<file path="config.mk">
export PLATFORM = sky130hd
export DESIGN_NAME = um_operand_fetch_flat
export DESIGN_NICKNAME = d
export VERILOG_FILES = /design/src/rtl/um_operand_fetch_if.sv /design/src/rtl/um_operand_fetch.sv /design/src/flat_wrapper.sv
export SDC_FILE = /design/constraint.sdc
export NUM_CORES = 1
export LEC_CHECK = 0
export ABC_AREA = 1
export BUFFER_PORTS_ARGS = -buffer_cell sky130_fd_sc_hd__clkbuf_2
export CAP_MARGIN = 20
export CORE_ASPECT_RATIO = 1.75
export CORE_UTILIZATION = 33
export DETAILED_ROUTE_END_ITERATION = 8
export GPL_TIMING_DRIVEN = 0
export MAX_ROUTING_LAYER = met4
export PLACE_DENSITY = 0.67
export SETUP_SLACK_MARGIN = 0.05
export SLEW_MARGIN = 20
export SYNTH_ARGS = -nofsm -noshare
export SYNTH_HDL_FRONTEND = slang
export SYNTH_SLANG_ARGS = --single-unit
</file>
<file path="constraint.sdc">
create_clock -name clk -period 2.74 [get_ports clk]
set_input_delay 0 -clock clk [delete_from_list [all_inputs] [get_ports clk]]
set_output_delay 0 -clock clk [all_outputs]
set_load 0.1 [all_outputs]
</file>
<file path="src/rtl/um_operand_fetch_if.sv">
// Bus bundle between the UM operand-fetch sequencer and its neighbours
// (instruction source, register bank, execute stage).
interface um_operand_fetch_if;
    localparam int unsigned DW = 32;
    localparam int unsigned RW = 3;
    localparam int unsigned OW = 4;

    logic          instr_valid;
    logic [DW-1:0] instr;
    logic          instr_ready;

    logic [DW-1:0] rb_data;
    logic [RW-1:0] rb_sel;
    logic          rb_mode;
    logic [DW-1:0] rb_q;

    logic          op_valid;
    logic          op_ready;
    logic [OW-1:0] op_code;
    logic [RW-1:0] op_a_sel;
    logic [DW-1:0] op_a;
    logic [DW-1:0] op_b;
    logic [DW-1:0] op_c;
    logic [DW-1:0] op_imm;

    logic          wb_valid;
    logic [RW-1:0] wb_sel;
    logic [DW-1:0] wb_data;
    logic          wb_ready;

    modport master (
        input  instr_valid, instr, rb_q, op_ready, wb_valid, wb_sel, wb_data,
        output instr_ready, rb_data, rb_sel, rb_mode,
               op_valid, op_code, op_a_sel, op_a, op_b, op_c, op_imm, wb_ready
    );

    modport slave (
        output instr_valid, instr, rb_q, op_ready, wb_valid, wb_sel, wb_data,
        input  instr_ready, rb_data, rb_sel, rb_mode,
               op_valid, op_code, op_a_sel, op_a, op_b, op_c, op_imm, wb_ready
    );
endinterface

</file>
<file path="src/rtl/um_operand_fetch.sv">
// UM operand fetch: pipelined A/B/C reads from the register bank plus writeback arbitration.
// Define UM_FETCH_SKIP_EN to read only the operands each opcode consumes.
module um_operand_fetch (
    input  logic               clk,
    input  logic               reset,
    um_operand_fetch_if.master bus_io
);
    localparam int unsigned DW = 32;
    localparam int unsigned RW = 3;
    localparam int unsigned OW = 4;
    localparam int unsigned IW = 25;
    localparam int unsigned SW = 3;

    localparam logic [2:0] S_IDLE     = 3'd0;
    localparam logic [2:0] S_ISSUE_A  = 3'd1;
    localparam logic [2:0] S_ISSUE_B  = 3'd2;
    localparam logic [2:0] S_ISSUE_C  = 3'd3;
    localparam logic [2:0] S_CAP_LAST = 3'd4;
    localparam logic [2:0] S_PRESENT  = 3'd5;

    localparam logic [1:0] P_NONE = 2'd0;
    localparam logic [1:0] P_A    = 2'd1;
    localparam logic [1:0] P_B    = 2'd2;
    localparam logic [1:0] P_C    = 2'd3;

    localparam logic [OW-1:0] OPC_ORTHO = 4'd13;

    logic [SW-1:0] state_q, state_d;
    logic [1:0]    pend_q, pend_d;
    logic [2:0]    need_q, need_d;
    logic [RW-1:0] idx_a_q, idx_a_d;
    logic [RW-1:0] idx_b_q, idx_b_d;
    logic [RW-1:0] idx_c_q, idx_c_d;
    logic [OW-1:0] op_code_q, op_code_d;
    logic [RW-1:0] op_a_sel_q, op_a_sel_d;
    logic [DW-1:0] op_a_q, op_a_d;
    logic [DW-1:0] op_b_q, op_b_d;
    logic [DW-1:0] op_c_q, op_c_d;
    logic [DW-1:0] op_imm_q, op_imm_d;
    logic          op_valid_q, op_valid_d;

    logic          instr_ready_c;
    logic          accept_c;
    logic          wb_ok_c;
    logic          rb_mode_c;
    logic [RW-1:0] rb_sel_c;
    logic [DW-1:0] rb_data_c;
    logic [OW-1:0] opc_c;

    assign opc_c         = bus_io.instr[31:28];
    assign instr_ready_c = (state_q == S_IDLE) && !bus_io.wb_valid && !reset;
    assign accept_c      = bus_io.instr_valid && instr_ready_c;
    assign wb_ok_c       = !reset && bus_io.wb_valid &&
                           ((state_q == S_IDLE) || (state_q == S_PRESENT));

`ifdef UM_FETCH_SKIP_EN
    // Operand usage mask {A,B,C} per opcode.
    function automatic logic [2:0] need_of(input logic [OW-1:0] opc);
        case (opc)
            4'd0, 4'd2:                         need_of = 3'b111;
            4'd1, 4'd3, 4'd4, 4'd5, 4'd6, 4'd12: need_of = 3'b011;
            4'd8, 4'd9, 4'd10:                  need_of = 3'b001;
            default:                            need_of = 3'b000;
        endcase
    endfunction
`endif

    // First remaining read in A,B,C order; CAP_LAST when nothing is left.
    function automatic logic [SW-1:0] next_issue(input logic [2:0] need);
        if (need[2])      next_issue = S_ISSUE_A;
        else if (need[1]) next_issue = S_ISSUE_B;
        else if (need[0]) next_issue = S_ISSUE_C;
        else              next_issue = S_CAP_LAST;
    endfunction

    always_comb begin
        state_d    = state_q;
        pend_d     = P_NONE;
        need_d     = need_q;
        idx_a_d    = idx_a_q;
        idx_b_d    = idx_b_q;
        idx_c_d    = idx_c_q;
        op_code_d  = op_code_q;
        op_a_sel_d = op_a_sel_q;
        op_a_d     = op_a_q;
        op_b_d     = op_b_q;
        op_c_d     = op_c_q;
        op_imm_d   = op_imm_q;
        op_valid_d = op_valid_q;

        // Read data for the select issued last cycle arrives now.
        case (pend_q)
            P_A:     op_a_d = bus_io.rb_q;
            P_B:     op_b_d = bus_io.rb_q;
            P_C:     op_c_d = bus_io.rb_q;
            default: ;
        endcase

        case (state_q)
            S_IDLE: begin
                if (accept_c) begin
                    op_code_d  = opc_c;
                    op_a_sel_d = (opc_c == OPC_ORTHO) ? bus_io.instr[27:25] : bus_io.instr[8:6];
                    op_imm_d   = (opc_c == OPC_ORTHO) ? DW'(bus_io.instr[IW-1:0]) : '0;
                    idx_a_d    = bus_io.instr[8:6];
                    idx_b_d    = bus_io.instr[5:3];
                    idx_c_d    = bus_io.instr[2:0];
                    op_a_d     = '0;
                    op_b_d     = '0;
                    op_c_d     = '0;
`ifdef UM_FETCH_SKIP_EN
                    need_d     = need_of(opc_c);
`else
                    need_d     = 3'b111;
`endif
                    state_d    = next_issue(need_d);
                end
            end
            S_ISSUE_A: begin
                pend_d  = P_A;
                state_d = next_issue({1'b0, need_q[1:0]});
            end
            S_ISSUE_B: begin
                pend_d  = P_B;
                state_d = next_issue({2'b00, need_q[0]});
            end
            S_ISSUE_C: begin
                pend_d  = P_C;
                state_d = S_CAP_LAST;
            end
            S_CAP_LAST: begin
                state_d    = S_PRESENT;
                op_valid_d = 1'b1;
            end
            S_PRESENT: begin
                if (bus_io.op_ready) begin
                    state_d    = S_IDLE;
                    op_valid_d = 1'b0;
                end
            end
            default: state_d = S_IDLE;
        endcase
    end

    // Single bank master: writeback wins in IDLE/PRESENT, read selects in ISSUE states.
    always_comb begin
        rb_mode_c = 1'b0;
        rb_sel_c  = '0;
        rb_data_c = '0;
        if (wb_ok_c) begin
            rb_mode_c = 1'b1;
            rb_sel_c  = bus_io.wb_sel;
            rb_data_c = bus_io.wb_data;
        end else if (!reset) begin
            case (state_q)
                S_ISSUE_A: rb_sel_c = idx_a_q;
                S_ISSUE_B: rb_sel_c = idx_b_q;
                S_ISSUE_C: rb_sel_c = idx_c_q;
                default:   ;
            endcase
        end
    end

    always_ff @(posedge clk) begin
        if (reset) begin
            state_q    <= S_IDLE;
            pend_q     <= P_NONE;
            need_q     <= '0;
            idx_a_q    <= '0;
            idx_b_q    <= '0;
            idx_c_q    <= '0;
            op_code_q  <= '0;
            op_a_sel_q <= '0;
            op_a_q     <= '0;
            op_b_q     <= '0;
            op_c_q     <= '0;
            op_imm_q   <= '0;
            op_valid_q <= 1'b0;
        end else begin
            state_q    <= state_d;
            pend_q     <= pend_d;
            need_q     <= need_d;
            idx_a_q    <= idx_a_d;
            idx_b_q    <= idx_b_d;
            idx_c_q    <= idx_c_d;
            op_code_q  <= op_code_d;
            op_a_sel_q <= op_a_sel_d;
            op_a_q     <= op_a_d;
            op_b_q     <= op_b_d;
            op_c_q     <= op_c_d;
            op_imm_q   <= op_imm_d;
            op_valid_q <= op_valid_d;
        end
    end

    assign bus_io.instr_ready = instr_ready_c;
    assign bus_io.wb_ready    = wb_ok_c;
    assign bus_io.rb_mode     = rb_mode_c;
    assign bus_io.rb_sel      = rb_sel_c;
    assign bus_io.rb_data     = rb_data_c;
    assign bus_io.op_valid    = op_valid_q;
    assign bus_io.op_code     = op_code_q;
    assign bus_io.op_a_sel    = op_a_sel_q;
    assign bus_io.op_a        = op_a_q;
    assign bus_io.op_b        = op_b_q;
    assign bus_io.op_c        = op_c_q;
    assign bus_io.op_imm      = op_imm_q;

endmodule

</file>
<file path="src/flat_wrapper.sv">
// flat-port wrapper written by rule: the top's interface ports become plain ports
module um_operand_fetch_flat 
  (clk, reset, bus_io_instr_valid, bus_io_instr, bus_io_rb_q, bus_io_op_ready, bus_io_wb_valid, bus_io_wb_sel, bus_io_wb_data, bus_io_instr_ready, bus_io_rb_data, bus_io_rb_sel, bus_io_rb_mode, bus_io_op_valid, bus_io_op_code, bus_io_op_a_sel, bus_io_op_a, bus_io_op_b, bus_io_op_c, bus_io_op_imm, bus_io_wb_ready);
  um_operand_fetch_if bus_io_i ();
  input  logic clk;
  input  logic reset;
  input wire logic [$bits(bus_io_i.instr_valid)-1:0] bus_io_instr_valid;
  input wire logic [$bits(bus_io_i.instr)-1:0] bus_io_instr;
  input wire logic [$bits(bus_io_i.rb_q)-1:0] bus_io_rb_q;
  input wire logic [$bits(bus_io_i.op_ready)-1:0] bus_io_op_ready;
  input wire logic [$bits(bus_io_i.wb_valid)-1:0] bus_io_wb_valid;
  input wire logic [$bits(bus_io_i.wb_sel)-1:0] bus_io_wb_sel;
  input wire logic [$bits(bus_io_i.wb_data)-1:0] bus_io_wb_data;
  output wire logic [$bits(bus_io_i.instr_ready)-1:0] bus_io_instr_ready;
  output wire logic [$bits(bus_io_i.rb_data)-1:0] bus_io_rb_data;
  output wire logic [$bits(bus_io_i.rb_sel)-1:0] bus_io_rb_sel;
  output wire logic [$bits(bus_io_i.rb_mode)-1:0] bus_io_rb_mode;
  output wire logic [$bits(bus_io_i.op_valid)-1:0] bus_io_op_valid;
  output wire logic [$bits(bus_io_i.op_code)-1:0] bus_io_op_code;
  output wire logic [$bits(bus_io_i.op_a_sel)-1:0] bus_io_op_a_sel;
  output wire logic [$bits(bus_io_i.op_a)-1:0] bus_io_op_a;
  output wire logic [$bits(bus_io_i.op_b)-1:0] bus_io_op_b;
  output wire logic [$bits(bus_io_i.op_c)-1:0] bus_io_op_c;
  output wire logic [$bits(bus_io_i.op_imm)-1:0] bus_io_op_imm;
  output wire logic [$bits(bus_io_i.wb_ready)-1:0] bus_io_wb_ready;
  assign bus_io_i.instr_valid = bus_io_instr_valid;
  assign bus_io_i.instr = bus_io_instr;
  assign bus_io_i.rb_q = bus_io_rb_q;
  assign bus_io_i.op_ready = bus_io_op_ready;
  assign bus_io_i.wb_valid = bus_io_wb_valid;
  assign bus_io_i.wb_sel = bus_io_wb_sel;
  assign bus_io_i.wb_data = bus_io_wb_data;
  assign bus_io_instr_ready = bus_io_i.instr_ready;
  assign bus_io_rb_data = bus_io_i.rb_data;
  assign bus_io_rb_sel = bus_io_i.rb_sel;
  assign bus_io_rb_mode = bus_io_i.rb_mode;
  assign bus_io_op_valid = bus_io_i.op_valid;
  assign bus_io_op_code = bus_io_i.op_code;
  assign bus_io_op_a_sel = bus_io_i.op_a_sel;
  assign bus_io_op_a = bus_io_i.op_a;
  assign bus_io_op_b = bus_io_i.op_b;
  assign bus_io_op_c = bus_io_i.op_c;
  assign bus_io_op_imm = bus_io_i.op_imm;
  assign bus_io_wb_ready = bus_io_i.wb_ready;
  um_operand_fetch u_core (.clk(clk), .reset(reset), .bus_io(bus_io_i));
endmodule
</file>
======== After elaboration in Yosys (flattened, before gate mapping) ========
Cells that the tools add are included.
storage, ports and cells
  bits of input ports ..................... 104
  word-level logic and storage cells ...... 61
  bits in registers ....................... 151
cells by class
  reductions and logical operators ........ 13
  eq/ne operators ......................... 11
  multiplexer cells ....................... 24
operator list
  operator                                             number
  two-way mux 32 bit                                   10
  two-way mux 25 bit                                   1
  two-way mux 3 bit                                    7
  case mux 3 bit (6 select lines)                      1
  case mux 3 bit (3 select lines)                      1
  equality test 3 x 2 -> 1 bit, second input constant  2
  equality test 3 bit, second input constant           2
  case mux 2 bit (3 select lines)                      1
  AND reduction 2 bit                                  3
  logical AND 1 bit                                    5
  equality test 2 bit, second input constant           2
  equality test 4 bit, second input constant           1
  equality test 3 x 1 -> 1 bit, second input constant  1
  zero test 3 bit                                      1
  equality test 2 x 1 -> 1 bit, second input constant  1
  zero test 1 bit                                      2
  two-way mux 1 bit                                    2
  != test 2 x 1 -> 1 bit, second input constant        1
  != test 2 bit, second input constant                 1
  case mux 1 bit (2 select lines)                      1
  nonzero test 2 bit                                   1
  logical OR 1 bit                                     1

======== Longest topological paths before layout ========
  depth in word-level cells ............... 6
  mapped depth ............................ 8
  gate-level depth less buffers ........... 8

======== Worst setup path before layout ========
Ideal clock, no wire load.
  path kind ............................... register to output
  from .................................... register u_core.state_q[0]
  to ...................................... output port bus_io_rb_sel[0]
  cell stages (with the launch flop) ...... 8
  data arrival time ....................... 2.256 ns
  required time ........................... 2.740 ns
  slack ................................... 0.484 ns
  path through ............................ dfxtp_1 > nor2_2 > nand2_1 > nand2_1 > nand3_1 > inv_1 > nand2_1 > nand2_1
on the way
  longest elaborated chain between the ends .. 4
  elaborated cells between the ends (all ways) .. 10
  those cells by class .................... eq/ne: 4; mux: 3; reduce/logical: 3
ends and longest elaborated chain
  item                                                                 line                                             text
  start, declared                                                      um_operand_fetch.sv:28                           logic [SW-1:0] state_q, state_d;
  start signal, assigned                                               um_operand_fetch.sv:180                          state_q <= state_d;
  equality test 3 x 2 -> 1 bit (tied with other cells)                 um_operand_fetch.sv:155                          case (state_q)
  case mux 3 bit (3 select lines) or logical OR 1 bit (tied branches)  um_operand_fetch.sv:155, um_operand_fetch.sv:54
  two-way mux 3 bit or logical AND 1 bit (tied branches)               um_operand_fetch.sv:154, um_operand_fetch.sv:53
  two-way mux 3 bit *                                                  um_operand_fetch.sv:150                          if (wb_ok_c) begin
  end, declared                                                        flat_wrapper.sv:16                               output wire logic [$bits(bus_io_i.rb_sel)-1:0] bus_io_rb_sel;
Every way passes the cells marked *; elsewhere a longest branch is shown, timed or not.

======== Final worst setup path ========
  from .................................... register u_core.state_q[0]
  to ...................................... output port bus_io_rb_data[28]
on the way
  longest elaborated chain between the ends .. 4
  elaborated cells between the ends (all ways) .. 5
  those cells by class .................... eq/ne: 1; mux: 1; reduce/logical: 3
ends and longest elaborated chain
  item                                                    line                     text
  equality test 3 bit or zero test 3 bit (tied branches)  um_operand_fetch.sv:54   ((state_q == S_IDLE) || (state_q == S_PRESENT));
  logical OR 1 bit *                                      um_operand_fetch.sv:54
  logical AND 1 bit *                                     um_operand_fetch.sv:53   assign wb_ok_c = !reset && bus_io.wb_valid &&
  two-way mux 32 bit *                                    um_operand_fetch.sv:150
  end, declared                                           flat_wrapper.sv:15       output wire logic [$bits(bus_io_i.rb_data)-1:0] bus_io_rb_data;
Marked as above.

==> summary.md <==
| Metric | Value |
|---|---|
| All-Layer GR Usage | 22.5% |
| TritonCTS Buffers | 17 |
| Clk pwr share | 37.3% |
| R2R Setup Slk | 1080 ps |
| Sw Ratio | 38.0% |
| I/O Pins | 278 |
| Die span in x | around 100 um |
| Ant diodes | 0 |
| Hold Startpoint | bus_io_wb_valid |
| Fin nets | 1273 |
| WL final | 20000 um |
| VDD IR max | 0.000366 V |
| Fin. Hold Viols | 0 |
| Dpl cell area | 0.00755 mm^2 |
| Critical path, cell by cell | nor2_2, nand2_1, nand2_1, nand3_1, buf_2, nor2_1, clkbuf_2 |
| H-tree levels | 4 |
| RR Endpoint | u_core.bus_io.op_b[6]$_SDFF_PP0_ |
| Clk_skew | roughly 11 ps |
| Worst-Margin Slew | 593 ps |
| Seq pwr share | 36.4% |
| Initial antenna violation count | 0 |
| Final period util | 79.9% |
| Max-slew headroom | 60.6% |
| Total Neg Setup Slack | 0 ps |
| Vias per inst | roughly 4.5 |
| Synth Warn # | 0 |
| Family with the most delay on the worst path | simple AND/OR/NAND/NOR gates |
| Pint | roughly 3.8 mW |
| Worst stage delay on the critical path | 470 ps |
| CP max-delay cell | clkbuf_2 |
| Clock Latency Late Sink | approximately 420 ps |
| Die area | 0.0184 mm^2 |
| Final setup fails | 0 |
| Distinct cells, synth | 25 |
| Area of the core | 0.0175 mm^2 |
| Via count | roughly 6400 |
| Comb power frac | a little over a quarter |
| HPWL Detailed | 14800 um |
| Fin util | 50.4% |
| Crit start category | register |
| Cell Area, Synth | slightly below 0.006 mm^2 |
| Port bufs | 270 |
| Sequential element share of the synthesized area | between 40 and 50% |
| Pwr/cell area | 696 mW/mm^2 |
| Finished Cell Area | 0.00879 mm^2 |
| Post_cts resized | 0 |
| Share of layout cells above drive strength 1 | 29.8% |
| Slew Viols, Final | 0 |
| Syn Area/Cell | about 7.3 um^2 |
| Mean routed wirelength per cell | 14.2 um |
| Root Driver | clkbuf_16 |
| Total grt overflow | 0 |
| Psw | ~2.3 mW |
| CP dominant cell by count | nand2_1 |
| First-pass GRT wire length | approximately 31000 um |
| Fmax | 0.457 GHz |
| Synth top area share | 49.0% |
| Final ANT Viol Nets | 0 |
| Synth area leaders | dfxtp_1 49%, nor2_1 9.8%, nand2_1 6.2% |
| FF+latch count, synth | 144 |
| Path depth of the worst reg2reg path | 6 |
| Detailed Route Iter0 Violations | 174 |
| Worst Hold Path Cells | 6 |
| Worst-path fanout max | 10 |
| Bufs and invs on worst path | 2 |
| Area leader, netlist | dfxtp_1 |
| Starting Density | 33.7% |
| TritonCTS clock tree | done |
| Placer Congestion | between 0.8 and 0.9 |
| Clk sink count | around 140 |
| Vias in the first global route | 6086 |
| Arr. time, crit path | 2190 ps |
| Kind of critical path | register to output port |
| Largest net degree at the start of global routing | 17 |
| Crit end category | output port |
| Clock slew at reported path FFs | 70 ps |
| Max-cap violation count | 0 |
| Final min period | 2190 ps |
| Hold EP | u_core.idx_c_q[0]$_SDFFE_PP0P_ |
| Status | completed |
| Reg-to-reg startpoint | u_core.state_q[0]$_SDFFE_PP0P_ |
| Drt pass-1 iters | 5 |
| Commonest non-fill, non-tap cell in the layout | clkbuf_2 |
| Post-synthesis instance total | 807 |
| Worst Hold Class | primary input to register |
| RSZ-0062 raised after global routing | no |
| Pleak | 4.34 nW |
| Die Ht | 179 um |
| Required time of the critical path | 2740 ps |
| DRC | 0 |
| Area Overhead vs Synth | 49.4% |
| Most frequent cells in the layout | 270 x clkbuf_2, 153 x nor2_1, 144 x dfxtp_1, 97 x nand2_1, 82 x inv_1 |
| Longest Clk Path Bufs | 2 |
| Row count | 64 |
[Yosys cell counts]
cell      count
nand2_4       1
buf_6         7
nor3_1       57
a21oi_1      68
dfxtp_1     144
buf_1         7
nand4_2       1
clkbuf_1     21
nand3_1      61
nand3b_1      1
nor3_4        1
conb_1        1
inv_4         1
nor2_2        1
nor3_2        7
o21ai_1      30
inv_2         2
nand2_1      97
nor2_1      153
buf_4        10
or2_1         1
buf_2        19
inv_1        82
o21ai_0      33
nand2_2       1
[worst max-delay path by stage]
stage / cells after the start / endpoint / slack, ps / from
2_1_floorplan: 7 / bus_io_rb_sel[0] / 480 / u_core.state_q[0]$_SDFFE_PP0P_
3_3_place_gp: 7 / bus_io_rb_data[7] / 1000 / u_core.state_q[0]$_SDFFE_PP0P_
3_5_place_dp: 7 / bus_io_rb_data[28] / 980 / u_core.state_q[0]$_SDFFE_PP0P_
4_1_cts: 7 / bus_io_rb_data[28] / 510 / u_core.state_q[0]$_SDFFE_PP0P_
5_1_grt: 7 / bus_io_rb_data[28] / 340 / u_core.state_q[0]$_SDFFE_PP0P_
6_report: 7 / bus_io_rb_data[28] / 550 / u_core.state_q[0]$_SDFFE_PP0P_
[worst register-to-register path: cells and delay by family, from the launching register on]
family / cells / cell delay (ps)
buffers and inverters: 2 / 430
DFF: 1 / 350
and+or+nand+nor: 4 / 750
[per-layer routing]
| layer | routed length (um) | vias to the layer above | GRT usage (%) |
|---|---|---|---|
| met5 | 0 | - | - |
| met3 | 1170 | 42 | 5.29 |
| met4 | 576 | 0 | 9.68 |
| li1 | - | 3285 | - |
| met2 | 10400 | 220 | 39.1 |
| met1 | 7870 | 2857 | 24.0 |
[through the flow]
| step | std cells | setup slack, ps | hold WS, ps | power (mW) |
|---|---|---|---|---|
| 6_report | 1413 | 551 | 18.9 | 6.12 |
| 5_1_grt | 1413 | 343 | 48.3 | 6.37 |
| 4_1_cts | 1413 | 512 | 10.6 | 6.18 |
| 3_5_place_dp | 1314 | 979 | 218 | 3.81 |
| 3_3_place_gp | 1314 | 1000 | 216 | 3.80 |
| 2_1_floorplan | 813 | 484 | 110 | 3.49 |
[repair_timing]
item / 4_1_cts / 5_1_grt
buffers inserted: 0 / 0
endpoints found under the setup margin: 0 / 0
hold endpoints to repair: 144 / 0
hold buffers: 67 / 0
[registers in the layout (all words and copies together) (netlist names), 4 cells and up]
| register | flops |
|---|---|
| u_core.bus_io.op_code | 4 |
| u_core.bus_io.op_imm | 25 |
| u_core.bus_io.op_b | 32 |
| u_core.bus_io.op_a | 32 |
| u_core.bus_io.op_c | 32 |
[cell type report]
cell class,instances,area (um^2)
Sequential cell,144,2880
Inverter,85,322
Clock buffer,18,429
Multi-Input combinational cell,520,2350
Timing Repair Buffer,337,2020
Fill cell,1738,8670
Buffer,64,354
Tap cell,231,289
Clock inverter,14,145
[power by group through the flow]
stage	combinational [mW]	sequential [mW]	clock (mW)
after floorplan	0.753	2.74	0
after global placement	1.52	2.27	0
after detailed placement	1.53	2.28	0
after CTS	1.61	2.23	2.34
after global routing	1.70	2.24	2.42
final	1.61	2.23	2.28
[logic make-up after synthesis]
logic type / share of synthesized area (%)
and+or+nand+nor: 28.3
buffers and inverters: 11.5
other: 0.0637
DFF: 49.0
AOI/OAI and AO/OA: 11.1
Note: power is estimated with default switching activity, not from simulation.
